[src/rtl/hsi_m_rx_sched.sv]
// HSI master receive scheduler: one response reception per request, with timeouts and retries
// on the alternate redundant line. Optional per-line failure counters under HSI_RX_LINE_STATS_EN.
module hsi_m_rx_sched #(
  parameter int unsigned START_TMO = 256,
  parameter int unsigned FRAME_TMO = 4096,
  parameter int unsigned MAX_RETRY = 2,
  parameter int unsigned MAX_BYTES = 64,
  parameter int unsigned TMO_W     = 13
) (
  input  logic       clk,
  input  logic       n_rst,
  input  logic       clk_en,
  input  logic       start,
  input  logic       pref_src,
  input  logic       abort,
  input  logic       rx_start_bit_accepted,
  input  logic       q_rdy,
  input  logic       rx_frame_end,
  input  logic [5:0] rx_errs,
  output logic       dat_src,
  output logic       rx_busy,
  output logic       retry_req,
  output logic       done,
  output logic [1:0] status,
  output logic [5:0] errs_lat,
  output logic [6:0] byte_cnt,
  output logic [1:0] attempt
`ifdef HSI_RX_LINE_STATS_EN
  ,
  output logic [7:0] fail_cnt1,
  output logic [7:0] fail_cnt2
`endif
);

  localparam logic [TMO_W-1:0] StartLast = TMO_W'(START_TMO - 1);
  localparam logic [TMO_W-1:0] FrameLast = TMO_W'(FRAME_TMO - 1);
  localparam logic [6:0]       ByteLim   = 7'(MAX_BYTES);
  localparam logic [1:0]       RetryLim  = 2'(MAX_RETRY);

  localparam logic [1:0] CodeOk      = 2'd0;
  localparam logic [1:0] CodeTmo     = 2'd1;
  localparam logic [1:0] CodeRxErr   = 2'd2;
  localparam logic [1:0] CodeOverrun = 2'd3;

  typedef enum logic [2:0] {StIdle, StWaitSb, StRecv, StCheck, StFinish} state_e;

  state_e           state_q, state_d;
  logic [TMO_W-1:0] tmo_q, tmo_d;
  logic             dat_src_q, dat_src_d;
  logic             busy_q, busy_d;
  logic             retry_q, retry_d;
  logic [1:0]       status_q, status_d;
  logic [5:0]       errs_q, errs_d;
  logic [6:0]       byte_q, byte_d;
  logic [1:0]       att_q, att_d;
  logic             ovr_q, ovr_d;
  logic             fail_ev;
  logic [1:0]       fail_code;
  logic             busy_state;

  assign busy_state = (state_q == StWaitSb) || (state_q == StRecv) || (state_q == StCheck);

  always_comb begin
    state_d   = state_q;
    tmo_d     = tmo_q;
    dat_src_d = dat_src_q;
    busy_d    = busy_q;
    retry_d   = 1'b0;
    status_d  = status_q;
    errs_d    = errs_q;
    byte_d    = byte_q;
    att_d     = att_q;
    ovr_d     = ovr_q;
    fail_ev   = 1'b0;
    fail_code = CodeOk;

    // Abort outranks every other event, including a failure detected in the same cycle.
    if (abort && busy_state) begin
      state_d  = StFinish;
      status_d = CodeTmo;
    end else begin
      unique case (state_q)
        StIdle: begin
          if (start) begin
            state_d   = StWaitSb;
            dat_src_d = pref_src;
            att_d     = 2'd0;
            tmo_d     = '0;
            byte_d    = 7'd0;
            ovr_d     = 1'b0;
            busy_d    = 1'b1;
          end
        end
        StWaitSb: begin
          if (rx_start_bit_accepted) begin
            state_d = StRecv;
            tmo_d   = '0;
          end else if (clk_en) begin
            if (tmo_q == StartLast) begin
              fail_ev   = 1'b1;
              fail_code = CodeTmo;
            end else begin
              tmo_d = tmo_q + TMO_W'(1);
            end
          end
        end
        StRecv: begin
          if (q_rdy) begin
            if (byte_q != 7'd127) byte_d = byte_q + 7'd1;
            if (byte_q >= ByteLim) ovr_d = 1'b1;
          end
          if (rx_frame_end) begin
            state_d = StCheck;
          end else if (clk_en) begin
            if (tmo_q == FrameLast) begin
              fail_ev   = 1'b1;
              fail_code = CodeTmo;
            end else begin
              tmo_d = tmo_q + TMO_W'(1);
            end
          end
        end
        StCheck: begin
          errs_d = rx_errs;
          if (ovr_q) begin
            fail_ev   = 1'b1;
            fail_code = CodeOverrun;
          end else if (rx_errs != 6'd0) begin
            fail_ev   = 1'b1;
            fail_code = CodeRxErr;
          end else begin
            state_d  = StFinish;
            status_d = CodeOk;
          end
        end
        StFinish: state_d = StIdle;
        default:  state_d = StIdle;
      endcase

      if (fail_ev) begin
        if (att_q < RetryLim) begin
          state_d   = StWaitSb;
          att_d     = att_q + 2'd1;
          dat_src_d = ~dat_src_q;
          retry_d   = 1'b1;
          tmo_d     = '0;
          byte_d    = 7'd0;
          ovr_d     = 1'b0;
        end else begin
          state_d  = StFinish;
          status_d = fail_code;
        end
      end
    end

    if (state_d == StFinish) busy_d = 1'b0;
  end

  always_ff @(posedge clk) begin
    if (!n_rst) begin
      state_q   <= StIdle;
      tmo_q     <= '0;
      dat_src_q <= 1'b1;
      busy_q    <= 1'b0;
      retry_q   <= 1'b0;
      status_q  <= 2'd0;
      errs_q    <= 6'd0;
      byte_q    <= 7'd0;
      att_q     <= 2'd0;
      ovr_q     <= 1'b0;
    end else begin
      state_q   <= state_d;
      tmo_q     <= tmo_d;
      dat_src_q <= dat_src_d;
      busy_q    <= busy_d;
      retry_q   <= retry_d;
      status_q  <= status_d;
      errs_q    <= errs_d;
      byte_q    <= byte_d;
      att_q     <= att_d;
      ovr_q     <= ovr_d;
    end
  end

  assign dat_src   = dat_src_q;
  assign rx_busy   = busy_q;
  assign retry_req = retry_q;
  assign done      = (state_q == StFinish);
  assign status    = status_q;
  assign errs_lat  = errs_q;
  assign byte_cnt  = byte_q;
  assign attempt   = att_q;

`ifdef HSI_RX_LINE_STATS_EN
  logic [7:0] fc1_q, fc2_q;

  // Failures are charged to the line that was active when the attempt failed.
  always_ff @(posedge clk) begin
    if (!n_rst) begin
      fc1_q <= 8'd0;
      fc2_q <= 8'd0;
    end else if (fail_ev && !(abort && busy_state)) begin
      if (dat_src_q) begin
        if (fc1_q != 8'hff) fc1_q <= fc1_q + 8'd1;
      end else begin
        if (fc2_q != 8'hff) fc2_q <= fc2_q + 8'd1;
      end
    end
  end

  assign fail_cnt1 = fc1_q;
  assign fail_cnt2 = fc2_q;
`endif

endmodule

[config.mk]
export PLATFORM = sky130hd
export DESIGN_NAME = hsi_m_rx_sched
export DESIGN_NICKNAME = d
export VERILOG_FILES = /design/src/rtl/hsi_m_rx_sched.sv
export SDC_FILE = /design/constraint.sdc
export NUM_CORES = 1
export LEC_CHECK = 0
export CAP_MARGIN = 20
export CORE_MARGIN = 2
export CORE_UTILIZATION = 50
export CTS_CLUSTER_DIAMETER = 150
export CTS_CLUSTER_SIZE = 28
export DETAILED_ROUTE_END_ITERATION = 12
export HOLD_SLACK_MARGIN = 0.02
export PLACE_DENSITY = 0.75
export SETUP_SLACK_MARGIN = 0.05
export SYNTH_ARGS = -nofsm -noshare
export SYNTH_HDL_FRONTEND = slang
export SYNTH_SLANG_ARGS = --single-unit
[constraint.sdc]
create_clock -name clk -period 2.55 [get_ports clk]
set_input_delay 0.3825 -clock clk [delete_from_list [all_inputs] [get_ports clk]]
set_output_delay 0.3825 -clock clk [all_outputs]
set_load 0.005 [all_outputs]
; ---- Word-level counts from Yosys, hierarchy flattened
; Index checks and enable logic that the tools add are counted.
[op_classes]
n_addsub = 3
order_cmp = 2
eq_ne = 8
n_mux = 65
bitwise = 4
n_reduce_logical = 10
[ops]
columns = op, n
row1 = two-way mux 13 bit, 9
row2 = one-hot mux 13 bit (3 select lines), 1
row3 = two-way mux 7 bit, 5
row4 = two-way mux 1 bit, 26
row5 = two-way mux 3 bit, 8
row6 = two-way mux 2 bit, 11
row7 = one-hot mux 7 bit (2 select lines), 1
row8 = adder 13 x 1 -> 13 bit (second input constant), 1
row9 = == test 13 x 12 -> 1 bit (second input constant), 1
row10 = == test 13 x 8 -> 1 bit (second input constant), 1
row11 = one-hot mux 3 bit (4 select lines), 1
row12 = adder 7 x 1 -> 7 bit (second input constant), 1
row13 = >= comparator 7 bit (second input constant), 1
row14 = inequality test 7 bit (second input constant), 1
row15 = == test 3 x 2 -> 1 bit (second input constant), 2
row16 = == test 3 bit (second input constant), 2
row17 = one-hot mux 2 bit (3 select lines), 1
row18 = nonzero test 6 bit, 1
row19 = inverter 1 bit, 4
row20 = OR reduction 2 bit, 2
row21 = == test 3 x 1 -> 1 bit (second input constant), 1
row22 = logical NOT 3 bit, 1
row23 = one-hot mux 1 bit (3 select lines), 1
row24 = AND reduction 3 bit, 1
row25 = other kinds (7), 8
[word_totals]
regBits = 37
inputBits = 15

; ---- Depth between registers and ports, before layout
[logic_depth]
word_depth = 10
mapped_depth = 8
depth_no_buf = 7

; ---- Least setup slack after synthesis
; No wires, ideal clock.
[synth_timing]
kind = flip-flop to flip-flop
from = register tmo_q[9]
to = register tmo_q[4]
arrival_time_ps = 1938
required_time_ps = 2454
path_slack_ps = 516
stages_incl_launch_ff = 8
synth_period_minus_slack_ps = 2034
path_cell_list = dfxtp_1 -> buf_6 -> or4_4 -> or2_1 -> o21bai_1 -> a21oi_1 -> mux2_2 -> o41ai_2
[synth_between]
elab_chain_cells = 7
word_cells_on_any_way = 19
classes_between = 2 x eq/ne / 17 x mux
[synth_lines]
columns = element, line
row1 = from (decl), 48  ; logic [TMO_W-1:0] tmo_q, tmo_d;
row2 = from (signal assigned), 173  ; tmo_q <= tmo_d;
row3 = == test 13 x 12 -> 1 bit or == test 13 x 8 -> 1 bit (tied branches), "115, 99"
row4 = "two-way mux 13 bit, or another cell as far along", 115  ; if (tmo_q == FrameLast) begin
row5 = "two-way mux 13 bit, or another cell as far along", 114  ; end else if (clk_en) begin
row6 = "two-way mux 13 bit, or another cell as far along", 112  ; if (rx_frame_end) begin
row7 = one-hot mux 13 bit (3 select lines) or one-hot mux 1 bit (3 select lines) (tied branches), 82  ; unique case (state_q)
row8 = two-way mux 13 bit or two-way mux 1 bit (tied branches), "141, 78"
row9 = two-way mux 13 bit (*), 140  ; if (fail_ev) begin
; Every way passes the cells marked *; elsewhere a longest branch is shown, timed or not. The select of a mux whose other input is x is not followed.
; A chain may end at the register's enable or synchronous reset.

; ---- Worst setup path in the final report
[layout_timing]
from = register tmo_q[8]
to = register byte_q[0] (netlist: byte_cnt[0])
[layout_between]
elab_chain_cells = 7
word_cells_on_any_way = 11
classes_between = 2 x eq/ne / 9 x mux
[layout_lines]
columns = element, line
row1 = == test 13 x 12 -> 1 bit or == test 13 x 8 -> 1 bit (tied branches), "115, 99"
row2 = "two-way mux 1 bit, on equally long branches", "115, 99"
row3 = "two-way mux 1 bit, on equally long branches", "114, 98"
row4 = "two-way mux 1 bit, on equally long branches", "112, 95"
row5 = one-hot mux 1 bit (3 select lines) (*), 82
row6 = two-way mux 1 bit (*), 78  ; if (abort && busy_state) begin
row7 = two-way mux 7 bit (*), 140
row8 = to (signal assigned), 179  ; byte_q <= byte_d;
row9 = to (decl), 54  ; logic [6:0] byte_q, byte_d;
; Marked as above.

==> flow_results.org <==
** CTS
- Hold repair after CTS inserted 0 buffers.
- Number of clock buffers inserted by TritonCTS :: 5
- Clock transition at the registers of the reported paths :: 0.08 ns
- The H-tree was split into 2 levels.
- Post-CTS Setup Bufs :: 0
- CTS Buffer Depth :: 2
- The clock drives 37 sinks.
- Clock tree from TritonCTS :: done
- In this run the clock root is driven by a sky130_fd_sc_hd__clkbuf_8.
- The number of gates resized after CTS was 0.
- Later-pin clock latency in the skew report :: 0.29 ns

** Setup path
- In this run the critical register-to-register path is launched from tmo_q[8].
- Of all nets on the critical path, the largest fanout is 8.
- Required time worst endpoint :: 2.73 ns
- Across all register-to-register paths, the minimum setup slack is 0.28 ns.
- Worst Reg-to-Reg Cells :: 7
- R2R Path End :: byte_cnt[0]
- The worst setup path is launched from a register.
- The setup path with the least slack is of type register to register.
- Worst path arrival time :: 2.45 ns
- The worst setup path is captured at a register.

** Yosys
- Cell taking the most area after synthesis :: sky130_fd_sc_hd__dfxtp_1
- Synth top area share :: 32.46%
- In this run the cell area of the synthesized design comes to 2282 sq um.
- Yosys warning count :: 0
- Yosys attributes the largest share of cell area to sky130_fd_sc_hd__dfxtp_1 (32%), sky130_fd_sc_hd__a21oi_1 (6.8%), sky130_fd_sc_hd__nor2_1 (5.1%).
- After synthesis the netlist holds a flip-flop and latch count of 37.
- After synthesis, the netlist uses 63 different library cells.
- Seq/Total Area, Yosys :: 32.46%
- Syn avg cell area :: 7.507 sq um
- In the synthesized netlist the async set-or-reset flop fraction comes to 0%.
- Most instantiated flip-flop cell in the synthesis netlist :: sky130_fd_sc_hd__dfxtp_1
- Synthesized netlist net count :: 321
- Synthesized instance count :: 304
- Number of enable-type register cells in the synthesized netlist :: 0

** Floorplanning
- In this run the standard cell core region covers 4384 sq um.
- Initial core utilization :: 52.05%
- Die boundary width :: 71.56 um
- For this design the top-level I/O count stands at 36.
- Site Rows :: 24
- Die outline height :: 71.56 um
- Area of the die :: 5121 sq um

** STA
- Timing would allow up to 440.5 MHz.
- Final slew viol count :: 0
- Unrepaired setup endpoints after global routing :: false
- At the pin with the least slew margin, the transition time is 0.5990 ns.
- Min cycle time layout :: 2.270 ns
- The worst pin sits at a relative slew slack of 60.02%.
- Setup TNS Final :: 0 ns
- Final clock skew :: 0.009772 ns
- Setup violations remaining at the end of the flow were counted as 0.
- Share of the clock period used by the worst path after layout :: 89.03%
- Hold timing on the final database bottoms out at a slack of 0.4591 ns.
- Final WS setup :: 0.2798 ns
- Count of final hold-check violations :: 0

** Global route
- Entering global routing, the biggest net connects 17 pins.
- Global route overflow :: 0
- The initial antenna violation count is 0.
- Global routing used 29.06% of the available tracks.
- The number of global-route vias before repair is 2,549.
- The first global-routing pass estimated 11,800 um of wire.

** Worst hold path
- Hold Path Class :: register to register
- The path with the worst hold slack has its endpoint at rx_busy.
- Worst hold path cell count :: 2
- Worst hold path startpoint :: rx_busy

** Power
- Power spread over the standard cell area amounts to 491.2 nW/um^2.
- Reported leakage power :: 1.025 nW
- The worst-case IR drop observed on VDD is 0.3340 mV.
- Summing internal, switching and leakage power gives 1.473 mW.

** Detailed routing
- Detail Route Antenna Nets :: 0
- The first detailed-routing pass took 5 iterations.
- Detailed-route vias per instance :: 6.528
- Via count :: 2,709
- Remaining design rule violation count :: 0
- Summed over all layers, the routed wires come to 7110 um.
- For this block, the initial DRC count from the detailed router was 315.
- In the final routed layout, each cell accounts on average for 17.13 um.

** Placed design
- Routability Congestion :: 0.9674
- Post-DP HPWL :: 5220 um
- DP Cell Count :: 407
- Prior to clock tree synthesis, the placed netlist has a worst setup slack of -0.02218 ns.
- Buffers on Ports :: 35

** Layout
- Antenna diodes :: 0
- Layout-stage area growth over the synthesis result :: 31.41%
- The library cells used most frequently in the layout, excluding fill and tap cells, are sky130_fd_sc_hd__dfxtp_1 (37), sky130_fd_sc_hd__clkdlybuf4s50_1 (35), sky130_fd_sc_hd__nor2_1 (31), sky130_fd_sc_hd__a21oi_1 (31), sky130_fd_sc_hd__buf_4 (30).
- The filler cells instantiated in the layout total 371.
- Total Nets Final :: 379
- The finished layout holds 415 standard cells, fillers aside.
- Leaving out fill and tap cells, the most frequent cell in the layout is sky130_fd_sc_hd__dfxtp_1.
- Cells with a size suffix above 1 make up 14.05% of the layout.

** Status
- Status :: complete, no violations

** Flow run
- The tool flagged a number of max-cap violations equal to 0.
## power breakdown
part / switching, mW / internal (mW) / total, mW
Combinational: 0.182 / 0.145 / 0.328
Clock: 0.212 / 0.319 / 0.531
Sequential: 0.0184 / 0.596 / 0.615
Total: 0.413 / 1.06 / 1.47
## per-stage QoR
step	utilization, %	area (sq um)
floorplan	-	2282
global placement	65.50	2872
detailed placement	65.50	2872
CTS	68.15	2988
global route	68.41	2999
finish	68.41	2999
## synthesized netlist by cell type, types with 3 or more instances
library cell,instances
sky130_fd_sc_hd__nor4_1,8
sky130_fd_sc_hd__o22ai_1,3
sky130_fd_sc_hd__dfxtp_1,37
sky130_fd_sc_hd__nand2_1,23
sky130_fd_sc_hd__clkbuf_1,8
sky130_fd_sc_hd__and3_1,3
sky130_fd_sc_hd__nand4_1,8
sky130_fd_sc_hd__a211oi_1,4
sky130_fd_sc_hd__or3_1,3
sky130_fd_sc_hd__a311oi_1,4
sky130_fd_sc_hd__or2_1,4
sky130_fd_sc_hd__a21oi_1,31
sky130_fd_sc_hd__nor2_1,31
sky130_fd_sc_hd__nand3_1,18
sky130_fd_sc_hd__nand2b_1,6
sky130_fd_sc_hd__inv_1,9
sky130_fd_sc_hd__o21ai_1,4
sky130_fd_sc_hd__buf_2,6
sky130_fd_sc_hd__o21ai_0,19
sky130_fd_sc_hd__a31oi_1,6
sky130_fd_sc_hd__nor3_1,13
sky130_fd_sc_hd__a41oi_1,3
## how the worst max path moves through the flow
stage | cells after the start | slack [ns] | to | start
after floorplan | 7 | 0.52 | tmo_q[4] | tmo_q[9]
after global placement | 8 | 0.05 | tmo_q[3] | rx_start_bit_accepted
after detailed placement | 8 | -0.02 | tmo_q[3] | rx_start_bit_accepted
after CTS | 8 | 0.23 | byte_cnt[3] | rx_start_bit_accepted
after global routing | 9 | 0.13 | tmo_q[5] | rx_errs[2]
final | 7 | 0.28 | byte_cnt[0] | tmo_q[8]
## layer usage
| metal | vias to the layer above | track usage (%) | part of all wire, % |
|---|---|---|---|
| met5 | - | 0 | 0 |
| met4 | 0 | 13.00 | 2.8 |
| met3 | 24 | 5.626 | 8.3 |
| met2 | 172 | 47.22 | 46 |
| met1 | 1233 | 37.42 | 43 |
| li1 | 1280 | - | - |
## flip-flops by register name, summed over array words and instances, names as in the netlist
| signal | count |
|---|---|
| attempt | 2 |
| byte_cnt | 7 |
| dat_src | 1 |
| errs_lat | 6 |
| ovr_q | 1 |
| retry_req | 1 |
| rx_busy | 1 |
| state_q | 3 |
| status | 2 |
| tmo_q | 13 |
## cell type report
| cell class | count | area, sq um | area share [%] |
|---|---|---|---|
| multi-input combinational | 243 | 1448 | 48.27 |
| sequential | 37 | 740.7 | 24.70 |
| timing repair buffer | 66 | 595.6 | 19.86 |
| clock buffer | 7 | 86.33 | 2.879 |
| tap | 52 | 65.06 | 2.169 |
| inverter | 9 | 33.78 | 1.126 |
| clock inverter | 1 | 30.03 | 1.001 |
## critical path: stages (launching register included)
cell                      delay (ns)
sky130_fd_sc_hd__dfxtp_1        0.39
sky130_fd_sc_hd__or4_4          0.60
sky130_fd_sc_hd__nor4_1         0.28
sky130_fd_sc_hd__o21a_2         0.23
sky130_fd_sc_hd__buf_4          0.12
sky130_fd_sc_hd__or2_1          0.18
sky130_fd_sc_hd__a31oi_1        0.06
sky130_fd_sc_hd__o221a_2        0.29
## cells by family (layout without fill, tap and decap cells)
| family | count (synthesis) | count (layout) | synth area share [%] |
|---|---|---|---|
| and+or+nand+nor | 138 | 138 | 32.02 |
| muxes | 3 | 3 | 1.371 |
| buffers and inverters | 24 | 83 | 4.605 |
| adders and majority gates | 2 | 2 | 1.096 |
| AOI/OAI and AO/OA | 100 | 100 | 28.46 |
| DFF | 37 | 37 | 32.46 |
(Power assumes the default switching activity.)
